File: config.mk
export PLATFORM = sky130hd
export DESIGN_NAME = uart_pattern_rx_flat
export DESIGN_NICKNAME = d
export VERILOG_FILES = /design/src/rtl/uart_pattern_rx_if.sv /design/src/rtl/uart_pattern_rx.sv /design/src/flat_wrapper.sv
export SDC_FILE = /design/constraint.sdc
export NUM_CORES = 1
export LEC_CHECK = 0
export ABC_CLOCK_PERIOD_IN_PS = 4900
export CORE_MARGIN = 3
export CORE_UTILIZATION = 51
export CTS_BUF_LIST = sky130_fd_sc_hd__clkbuf_8
export CTS_CLUSTER_SIZE = 12
export DETAILED_ROUTE_END_ITERATION = 7
export PLACE_DENSITY = 0.76
export SYNTH_ARGS = -nofsm -noshare
export SYNTH_HDL_FRONTEND = slang
export SYNTH_SLANG_ARGS = --single-unit
File: constraint.sdc
create_clock -name sys_clk -period 4.9 [get_ports sys_clk]
set_input_delay 0.98 -clock sys_clk [delete_from_list [all_inputs] [get_ports sys_clk]]
set_output_delay 0.98 -clock sys_clk [all_outputs]
set_load 0.1 [all_outputs]
File: src/rtl/uart_pattern_rx_if.sv
// Serial line, pattern configuration and receive/match results of uart_pattern_rx.
// The slave side belongs to the receiver; the master side belongs to whoever drives the line.
interface uart_pattern_rx_if #(
    parameter int PAT_W = 8,
    parameter int CNT_W = 16
) ();
    logic             rx_in;
    logic [PAT_W-1:0] pattern;
    logic [PAT_W-1:0] mask;
    logic             clear_count;
    logic [7:0]       rx_data;
    logic             rx_valid;
    logic             frame_err;
    logic             busy;
    logic             match;
    logic [CNT_W-1:0] match_count;

    modport master (
        output rx_in, pattern, mask, clear_count,
        input  rx_data, rx_valid, frame_err, busy, match, match_count
    );

    modport slave (
        input  rx_in, pattern, mask, clear_count,
        output rx_data, rx_valid, frame_err, busy, match, match_count
    );
endinterface

File: src/rtl/uart_pattern_rx.sv
// UART receiver (8N1, glitch/framing rejection) feeding a maskable sliding-window
// pattern matcher whose history persists across good frames.
module uart_pattern_rx #(
    parameter int CLKS_PER_BIT = 217,
    parameter int PAT_W        = 8,
    parameter int CNT_W        = 16
) (
    input  logic                sys_clk,
    input  logic                reset,
    uart_pattern_rx_if.slave    bus
);
    localparam int TW = $clog2(CLKS_PER_BIT);
    localparam logic [TW-1:0] T_HALF = TW'(CLKS_PER_BIT / 2 - 1);
    localparam logic [TW-1:0] T_FULL = TW'(CLKS_PER_BIT - 1);

    typedef enum logic [2:0] {S_IDLE, S_START, S_DATA, S_STOP, S_WAIT} state_t;

    state_t           r_state, w_state_nx;
    logic [1:0]       r_sync;
    logic [TW-1:0]    r_timer;
    logic [2:0]       r_bit_idx;
    logic [7:0]       r_shift;
    logic [7:0]       r_rx_data;
    logic             r_rx_valid, r_frame_err, r_match;
    logic [PAT_W-1:0] r_hist, r_vld;
    logic [CNT_W-1:0] r_count;

    logic             w_rx_s;
    logic             w_start_smp, w_bit_smp, w_stop_smp, w_busy;
    logic [PAT_W-1:0] w_hist_nx, w_vld_nx;
    logic             w_hit;

    // Synchroniser idles high so reset looks like an idle line
    always_ff @(posedge sys_clk or negedge reset) begin
        if (!reset) r_sync <= 2'b11;
        else        r_sync <= {r_sync[0], bus.rx_in};
    end
    assign w_rx_s = r_sync[1];

    always_ff @(posedge sys_clk or negedge reset) begin
        if (!reset) r_state <= S_IDLE;
        else        r_state <= w_state_nx;
    end

    always_comb begin
        w_state_nx = r_state;
        case (r_state)
            S_IDLE:  if (!w_rx_s)                       w_state_nx = S_START;
            S_START: if (w_start_smp)                   w_state_nx = w_rx_s ? S_IDLE : S_DATA;
            S_DATA:  if (w_bit_smp && r_bit_idx == 3'd7) w_state_nx = S_STOP;
            S_STOP:  if (w_stop_smp)                    w_state_nx = w_rx_s ? S_IDLE : S_WAIT;
            S_WAIT:  if (w_rx_s)                        w_state_nx = S_IDLE;
            default:                                    w_state_nx = S_IDLE;
        endcase
    end

    always_comb begin
        w_start_smp = 1'b0;
        w_bit_smp   = 1'b0;
        w_stop_smp  = 1'b0;
        w_busy      = (r_state != S_IDLE);
        case (r_state)
            S_START: w_start_smp = (r_timer == T_HALF);
            S_DATA:  w_bit_smp   = (r_timer == T_FULL);
            S_STOP:  w_stop_smp  = (r_timer == T_FULL);
            default: ;
        endcase
    end

    // Timer restarts on every sample so each later sample lands mid-bit
    always_ff @(posedge sys_clk or negedge reset) begin
        if (!reset) begin
            r_timer   <= '0;
            r_bit_idx <= '0;
        end else begin
            if (r_state == S_IDLE || r_state == S_WAIT || w_start_smp || w_bit_smp || w_stop_smp)
                r_timer <= '0;
            else
                r_timer <= r_timer + 1'b1;
            if (r_state != S_DATA) r_bit_idx <= '0;
            else if (w_bit_smp)    r_bit_idx <= r_bit_idx + 1'b1;
        end
    end

    assign w_hist_nx = {r_hist[PAT_W-2:0], w_rx_s};
    assign w_vld_nx  = {r_vld[PAT_W-2:0], 1'b1};
    // A compared position with no received history yet can never match
    assign w_hit = (bus.mask != '0)
                && (((w_hist_nx ^ bus.pattern) & bus.mask) == '0)
                && ((bus.mask & ~w_vld_nx) == '0);

    always_ff @(posedge sys_clk or negedge reset) begin
        if (!reset) begin
            r_shift     <= '0;
            r_rx_data   <= '0;
            r_rx_valid  <= 1'b0;
            r_frame_err <= 1'b0;
            r_match     <= 1'b0;
            r_hist      <= '0;
            r_vld       <= '0;
            r_count     <= '0;
        end else begin
            r_rx_valid  <= w_stop_smp && w_rx_s;
            r_frame_err <= w_stop_smp && !w_rx_s;
            r_match     <= w_bit_smp && w_hit;
            if (w_bit_smp) begin
                r_shift[r_bit_idx] <= w_rx_s;
                r_hist             <= w_hist_nx;
                r_vld              <= w_vld_nx;
            end else if (w_stop_smp && !w_rx_s) begin
                r_hist <= '0;
                r_vld  <= '0;
            end
            if (w_stop_smp && w_rx_s) r_rx_data <= r_shift;
            if (bus.clear_count)
                r_count <= '0;
            else if (w_bit_smp && w_hit && r_count != '1)
                r_count <= r_count + 1'b1;
        end
    end

    assign bus.rx_data     = r_rx_data;
    assign bus.rx_valid    = r_rx_valid;
    assign bus.frame_err   = r_frame_err;
    assign bus.busy        = w_busy;
    assign bus.match       = r_match;
    assign bus.match_count = r_count;
endmodule

File: src/flat_wrapper.sv
// flat-port wrapper written by rule: the top's interface ports become plain ports
module uart_pattern_rx_flat 
#(
    parameter int CLKS_PER_BIT = 217,
    parameter int PAT_W        = 8,
    parameter int CNT_W        = 16
)
  (sys_clk, reset, bus_rx_in, bus_pattern, bus_mask, bus_clear_count, bus_rx_data, bus_rx_valid, bus_frame_err, bus_busy, bus_match, bus_match_count);
  uart_pattern_rx_if #(.PAT_W(PAT_W), .CNT_W(CNT_W)) bus_i ();
  input  logic sys_clk;
  input  logic reset;
  input wire logic [$bits(bus_i.rx_in)-1:0] bus_rx_in;
  input wire logic [$bits(bus_i.pattern)-1:0] bus_pattern;
  input wire logic [$bits(bus_i.mask)-1:0] bus_mask;
  input wire logic [$bits(bus_i.clear_count)-1:0] bus_clear_count;
  output wire logic [$bits(bus_i.rx_data)-1:0] bus_rx_data;
  output wire logic [$bits(bus_i.rx_valid)-1:0] bus_rx_valid;
  output wire logic [$bits(bus_i.frame_err)-1:0] bus_frame_err;
  output wire logic [$bits(bus_i.busy)-1:0] bus_busy;
  output wire logic [$bits(bus_i.match)-1:0] bus_match;
  output wire logic [$bits(bus_i.match_count)-1:0] bus_match_count;
  assign bus_i.rx_in = bus_rx_in;
  assign bus_i.pattern = bus_pattern;
  assign bus_i.mask = bus_mask;
  assign bus_i.clear_count = bus_clear_count;
  assign bus_rx_data = bus_i.rx_data;
  assign bus_rx_valid = bus_i.rx_valid;
  assign bus_frame_err = bus_i.frame_err;
  assign bus_busy = bus_i.busy;
  assign bus_match = bus_i.match;
  assign bus_match_count = bus_i.match_count;
  uart_pattern_rx #(.CLKS_PER_BIT(CLKS_PER_BIT), .PAT_W(PAT_W), .CNT_W(CNT_W)) u_core (.sys_clk(sys_clk), .reset(reset), .bus(bus_i));
endmodule
=== Word-level counts from Yosys, hierarchy flattened ===
Index checks and enable logic that the tools add are counted.

* Word-level logic and storage cells: 79
* Bits in registers: 65
* Output and inout port bits: 28
* Input bits: 20

* Bitwise logic cells: 4
* Order comparisons: 2
* Reductions and logical operators: 22
* Multiplexer cells: 22
* Eq/ne operators: 14
* Add/subtract/negate cells: 3

{| class="wikitable"
|+ Operators by type and width
! operator !! number
|-
| 16-bit 2-to-1 mux || 2
|-
| 3-bit 2-to-1 mux || 8
|-
| 7-bit 2-to-1 mux || 3
|-
| 16-bit by 1-bit adder with 16-bit output, second input constant || 1
|-
| 8-bit bitwise AND || 2
|-
| 8-bit zero test || 2
|-
| 16-bit != test, second input constant || 1
|-
| 3-bit case mux with 5 select lines || 1
|-
| 8-bit by 1-bit adder with 8-bit output, second input constant || 1
|-
| 8-bit bitwise mux || 1
|-
| 8-bit by 7-bit == test with 1-bit output, second input constant || 1
|-
| 8-bit == test, second input constant || 1
|-
| 1-bit logical AND || 8
|-
| 8-bit 2-to-1 mux || 1
|-
| 2-bit by 1-bit != test with 1-bit output, second input constant || 4
|-
| 8-bit NOT || 1
|-
| 8-bit nonzero test || 1
|-
| 8-bit XOR || 1
|-
| 3-bit by 2-bit == test with 1-bit output, second input constant || 2
|-
| 3-bit == test, second input constant || 2
|-
| 2-bit nonzero test || 3
|-
| 5-bit AND reduction || 1
|-
| 1-bit logical OR || 4
|-
| 3-bit by 4-bit less-than comparator with 1-bit output, second input constant || 1
|-
| 11 further kinds || 14
|}

=== Depth between registers and ports, before layout ===
* Word-level depth: 9
* Mapped depth: 11

=== Least setup slack after synthesis ===
Ideal clock, no wire load.

* Path kind: register to register
* Start point: register u_core.r_count[0] (netlist: u_core.bus.match_count[0])
* End point: register u_core.r_count[1] (netlist: u_core.bus.match_count[1])
* Clock period less this slack: 3051 ps
* Data required time: 4768 ps
* Data arrival time: 2919 ps
* Path slack: 1849 ps
* Stages on the path, launching flop included: 11
* Library setup time: 132 ps
* Path through: dfrtp_1 -> ha_1 -> nand3_1 -> or4_1 -> nand3_1 -> or4_1 -> buf_2 -> buf_6 -> clkbuf_1 -> mux2i_1 -> nor2_1

* Longest elaborated chain between the ends: 3
* Elaborated cells on any way between the ends: 6

{| class="wikitable"
|+ RTL lines
! what !! line !! source
|-
| start: declaration || uart_pattern_rx.sv:26 || <nowiki>logic [CNT_W-1:0] r_count;</nowiki>
|-
| start signal: assignment || uart_pattern_rx.sv:118 || <nowiki>r_count <= r_count + 1'b1;</nowiki>
|-
| 16-bit by 1-bit adder with 16-bit output or 16-bit != test (tied branches) || uart_pattern_rx.sv:118, uart_pattern_rx.sv:117 ||
|-
| 16-bit 2-to-1 mux or 1-bit logical AND (tied branches) || uart_pattern_rx.sv:117 || <nowiki>else if (w_bit_smp && w_hit && r_count != '1)</nowiki>
|-
| 16-bit 2-to-1 mux or 2-bit nonzero test (tied branches) || -- ||
|}

Several ways; a longest one is shown, not always the timed one. The select of a mux whose other input is x is not followed.
A chain may end at the register's enable or synchronous reset.

=== Worst setup path after layout ===
* Start point: input port bus_pattern[4]
* End point: register u_core.r_count[7] (netlist: u_core.bus.match_count[7])

* Longest elaborated chain between the ends: 8

{| class="wikitable"
|+ RTL lines
! what !! line !! source
|-
| start: declaration || flat_wrapper.sv:13 || <nowiki>input wire logic [$bits(bus_i.pattern)-1:0] bus_pattern;</nowiki>
|-
| 8-bit XOR || uart_pattern_rx.sv:89 || <nowiki>&& (((w_hist_nx ^ bus.pattern) & bus.mask) == '0)</nowiki>
|-
| 8-bit bitwise AND || uart_pattern_rx.sv:89 ||
|-
| 8-bit zero test || uart_pattern_rx.sv:89 ||
|-
| 1-bit logical AND || uart_pattern_rx.sv:89 ||
|-
| 1-bit logical AND || uart_pattern_rx.sv:90 || <nowiki>&& ((bus.mask & ~w_vld_nx) == '0);</nowiki>
|-
| 1-bit logical AND (2 in a row) || uart_pattern_rx.sv:117 ||
|-
| 2-bit nonzero test (no line) || -- ||
|}

Every way passes these cells.

==> results.toml <==
[global_route]
gr-total-overflow = 0
antenna_found_initial = 0
grt_max_degree = 66
grt_usage_pct = 19.6
grt_pass1_wl_mm = 11.4
grt_pass1_vias = 2516

[placement]
dp_hpwl_mm = 4.40
place_congestion = 0.813
numPortBuffers = 47

[yosys]
async_flop_share_pct = 100
ys_types = 42
synth_top_area_share_pct = 50.4
synth_area_per_cell_um2 = 9.51
yosys.area.top_type = "dfrtp_1"
yosysSeqAreaShare_pct = 52.1
synthTopCellsByCount = "nand2_1 (65), dfrtp_1 (63), nor2_1 (24), o21ai_0 (20), a21oi_1 (14)"
synthTopCellsByArea = "dfrtp_1 (50%), nand2_1 (7.8%), mux2_2 (3.6%), o21ai_0 (3.2%), nor2_1 (2.9%)"
yosys_register_bits = 65
postSynthCellCount = 329
syn_area_um2 = 3130
yosysWarnings = 0
synth-edff-count = 0
ys.flop_type = "dfrtp_1"
synth.most_common_cell = "nand2_1"
syn_nets = 354

[floorplanning]
die_y_um = 84.3
ios = 48
rows = 27
die_x_um = 84.3
start_util_pct = 54.8
core_region_area_um2 = 5710
dieArea_um2 = 7110

[worst_setup_path]
cp.arrival_ns = 3.75
crit_type = "input pin to register"
timing.rr.start = "u_core.r_timer[0]$_DFF_PN0_"
worstSetupStartpointType = "input pin"
endpoint_kind = "register"
r2r_end = "u_core.bus.match_count[7]$_DFFE_PN0P_"
cp_cell_sequence = "clkdlybuf4s50_1 > xnor2_1 > nand2_1 > a2111o_1 > or4_1 > or4_1 > a21oi_1"
crit_top_cell = "or4_1"
crit_slowest_cell = "or4_1"
worst-path-max-fanout = 27
max_stage_delay_ns = 0.89
required_ns = 5.16
r2r_setup_slack_ns = 1.72
rr_worst_depth = 8

[timing]
finalCritPeriodShare_pct = 71.1
setup_viol = 0
worst_slew_pin_slew_ns = 0.972
finalCriticalPeriod_ns = 3.48
max_freq_mhz = 287
relSlewSlack_pct = 34.8
finalHoldViolations = 0
rsz0062_at_grt = "false"
fin_setup_tns_ns = 0
clock_skew_ns = 0.00924
slew_viol_final = 0
whs_ns = 0.359

[clock_tree]
cts_tree = "built"
clock_latency_ns = 0.35
htree_levels = 3
ctsHoldBuffers = 0
clkTransAtPathRegs_ns = 0.07
clockBufferDepth = 2
cts_resized = 0
root_buffer = "clkbuf_8"
post_cts_buffers = 0
numClockSinks = 65
numCtsBuffers = 9

[power_and_ir_drop]
power_leakage_nw = 1.61
sw_frac_of_total_pct = 22.9
clkPwrFrac_pct = 41.3
p_sw_uw = 226
vdd_ir_drop_max_mv = 0.169
combinationalPowerShare_pct = 4.0
power.internal_uw = 761
pwr-share-seq_pct = 54.7
power-per-cell-area_nw_per_um2 = 260

[detailed_routing]
wire_per_inst_um = 14.7
drc = 0
met1_length_mm = 2.88
vias = 2566
top_layer_used = "met4"
dr.pass1.iters = 4
drtAntennaViolNets = 0
viasPerCell = 5.73
met3_length_um = 311
wl_met2_mm = 3.29
routed_wl_mm = 6.58
drt-initial-drc-count = 133

[worst_hold_path]
hold_class = "register to register"
min_to = "u_core.r_sync[1]$_DFF_PN1_"
holdPathStages = 0
min_from = "u_core.r_sync[0]$_DFF_PN1_"

[layout]
insertedDiodeCount = 0
fin_util_pct = 66.5
nNetsFinal = 396
area_growth_pct = 21.4
drive_gt1_share_pct = 8.78

[status]
status = "completed"

[run]
cap_violations = 0
## cell type report
type | count | area [um2]
flip-flops and latches | 65 | 1630
fillers | 495 | 1910
repair buffers | 48 | 473
multi-input cells | 233 | 1380
clock inverters | 5 | 22.5
well taps | 72 | 90.1
inverters | 14 | 52.6
clock buffers | 11 | 151
## how the worst max path moves through the flow
stage / start / to / slack, ns / cells past startpoint
2_1_floorplan: u_core.bus.match_count[0]$_DFFE_PN0P_ / u_core.bus.match_count[1]$_DFFE_PN0P_ / 1.85 / 10
3_3_place_gp: bus_pattern[4] / u_core.bus.match_count[7]$_DFFE_PN0P_ / 1.11 / 7
3_5_place_dp: bus_pattern[4] / u_core.bus.match_count[7]$_DFFE_PN0P_ / 1.05 / 7
4_1_cts: bus_pattern[4] / u_core.bus.match_count[7]$_DFFE_PN0P_ / 1.42 / 7
5_1_grt: bus_pattern[4] / u_core.bus.match_count[9]$_DFFE_PN0P_ / 1.30 / 7
6_report: bus_pattern[4] / u_core.bus.match_count[7]$_DFFE_PN0P_ / 1.42 / 7
## worst max-delay path, delay by kind of cell
family	cells	cell delay (ns)
simple gates	3	1.60
compound gates	2	0.57
buf+inv	1	0.47
xor+xnor	1	0.13
## layer usage
layer | global-route usage (%) | vias up
met3 | 5.30 | 11
met2 | 32.8 | 69
met4 | 5.76 | 0
met5 | 0 | -
li1 | - | 1219
met1 | 25.2 | 1267
## power groups by stage
stage                     sequential, mW  combinational [mW]  clock (mW)
after floorplan                    0.549              0.0107           0
after global placement             0.550              0.0398           0
after detailed placement           0.550              0.0402           0
after CTS                          0.540              0.0404       0.414
after global routing               0.540              0.0437       0.438
final                              0.540              0.0392       0.408
## cells in the final DEF (no fill, tap or decap), drive strengths merged, types with 2 or more instances in the layout
cell / instances
a21oi: 14
a22oi: 2
and3: 2
buf: 2
clkbuf: 11
clkdlybuf4s50: 46
clkinv: 4
dfrtp: 63
dfstp: 2
ha: 5
inv: 15
mux2: 10
mux2i: 3
nand2: 65
nand3: 11
nand4: 6
nand4b: 3
nor2: 24
nor2b: 3
nor3: 4
nor4: 6
nor4b: 3
o21ai: 21
o221ai: 2
o22ai: 4
o31ai: 4
or3: 8
or4: 8
xnor2: 9
xor2: 7
## cell families (layout without fill, tap and decap cells)
group | after synthesis | count (layout) | synth area share, %
and+or+nand+nor | 148 | 148 | 22.9
adders and majority gates | 5 | 5 | 2.00
buffers and inverters | 31 | 78 | 4.04
muxes | 14 | 14 | 5.28
AOI/OAI and AO/OA | 50 | 50 | 9.28
DFF | 65 | 65 | 52.1
xor gates and xnor gates | 16 | 16 | 4.48
## registers in the layout, indices dropped and copies added (netlist names), 2 cells and up
register	count
u_core.bus.match_count	16
u_core.bus.rx_data	8
u_core.r_shift	8
u_core.r_timer	8
u_core.r_hist	7
u_core.r_vld	7
u_core.r_bit_idx	3
u_core.r_state	3
u_core.r_sync	2
## stage by stage
stage	instances	setup slack, ns	power [mW]	instance area, um2
2_1_floorplan	329	1.85	0.560	3130
3_3_place_gp	432	1.11	0.590	3620
3_5_place_dp	432	1.05	0.590	3620
4_1_cts	448	1.42	0.995	3800
5_1_grt	448	1.30	1.02	3800
6_report	448	1.42	0.987	3800
Power figures use the tool's default switching activity.
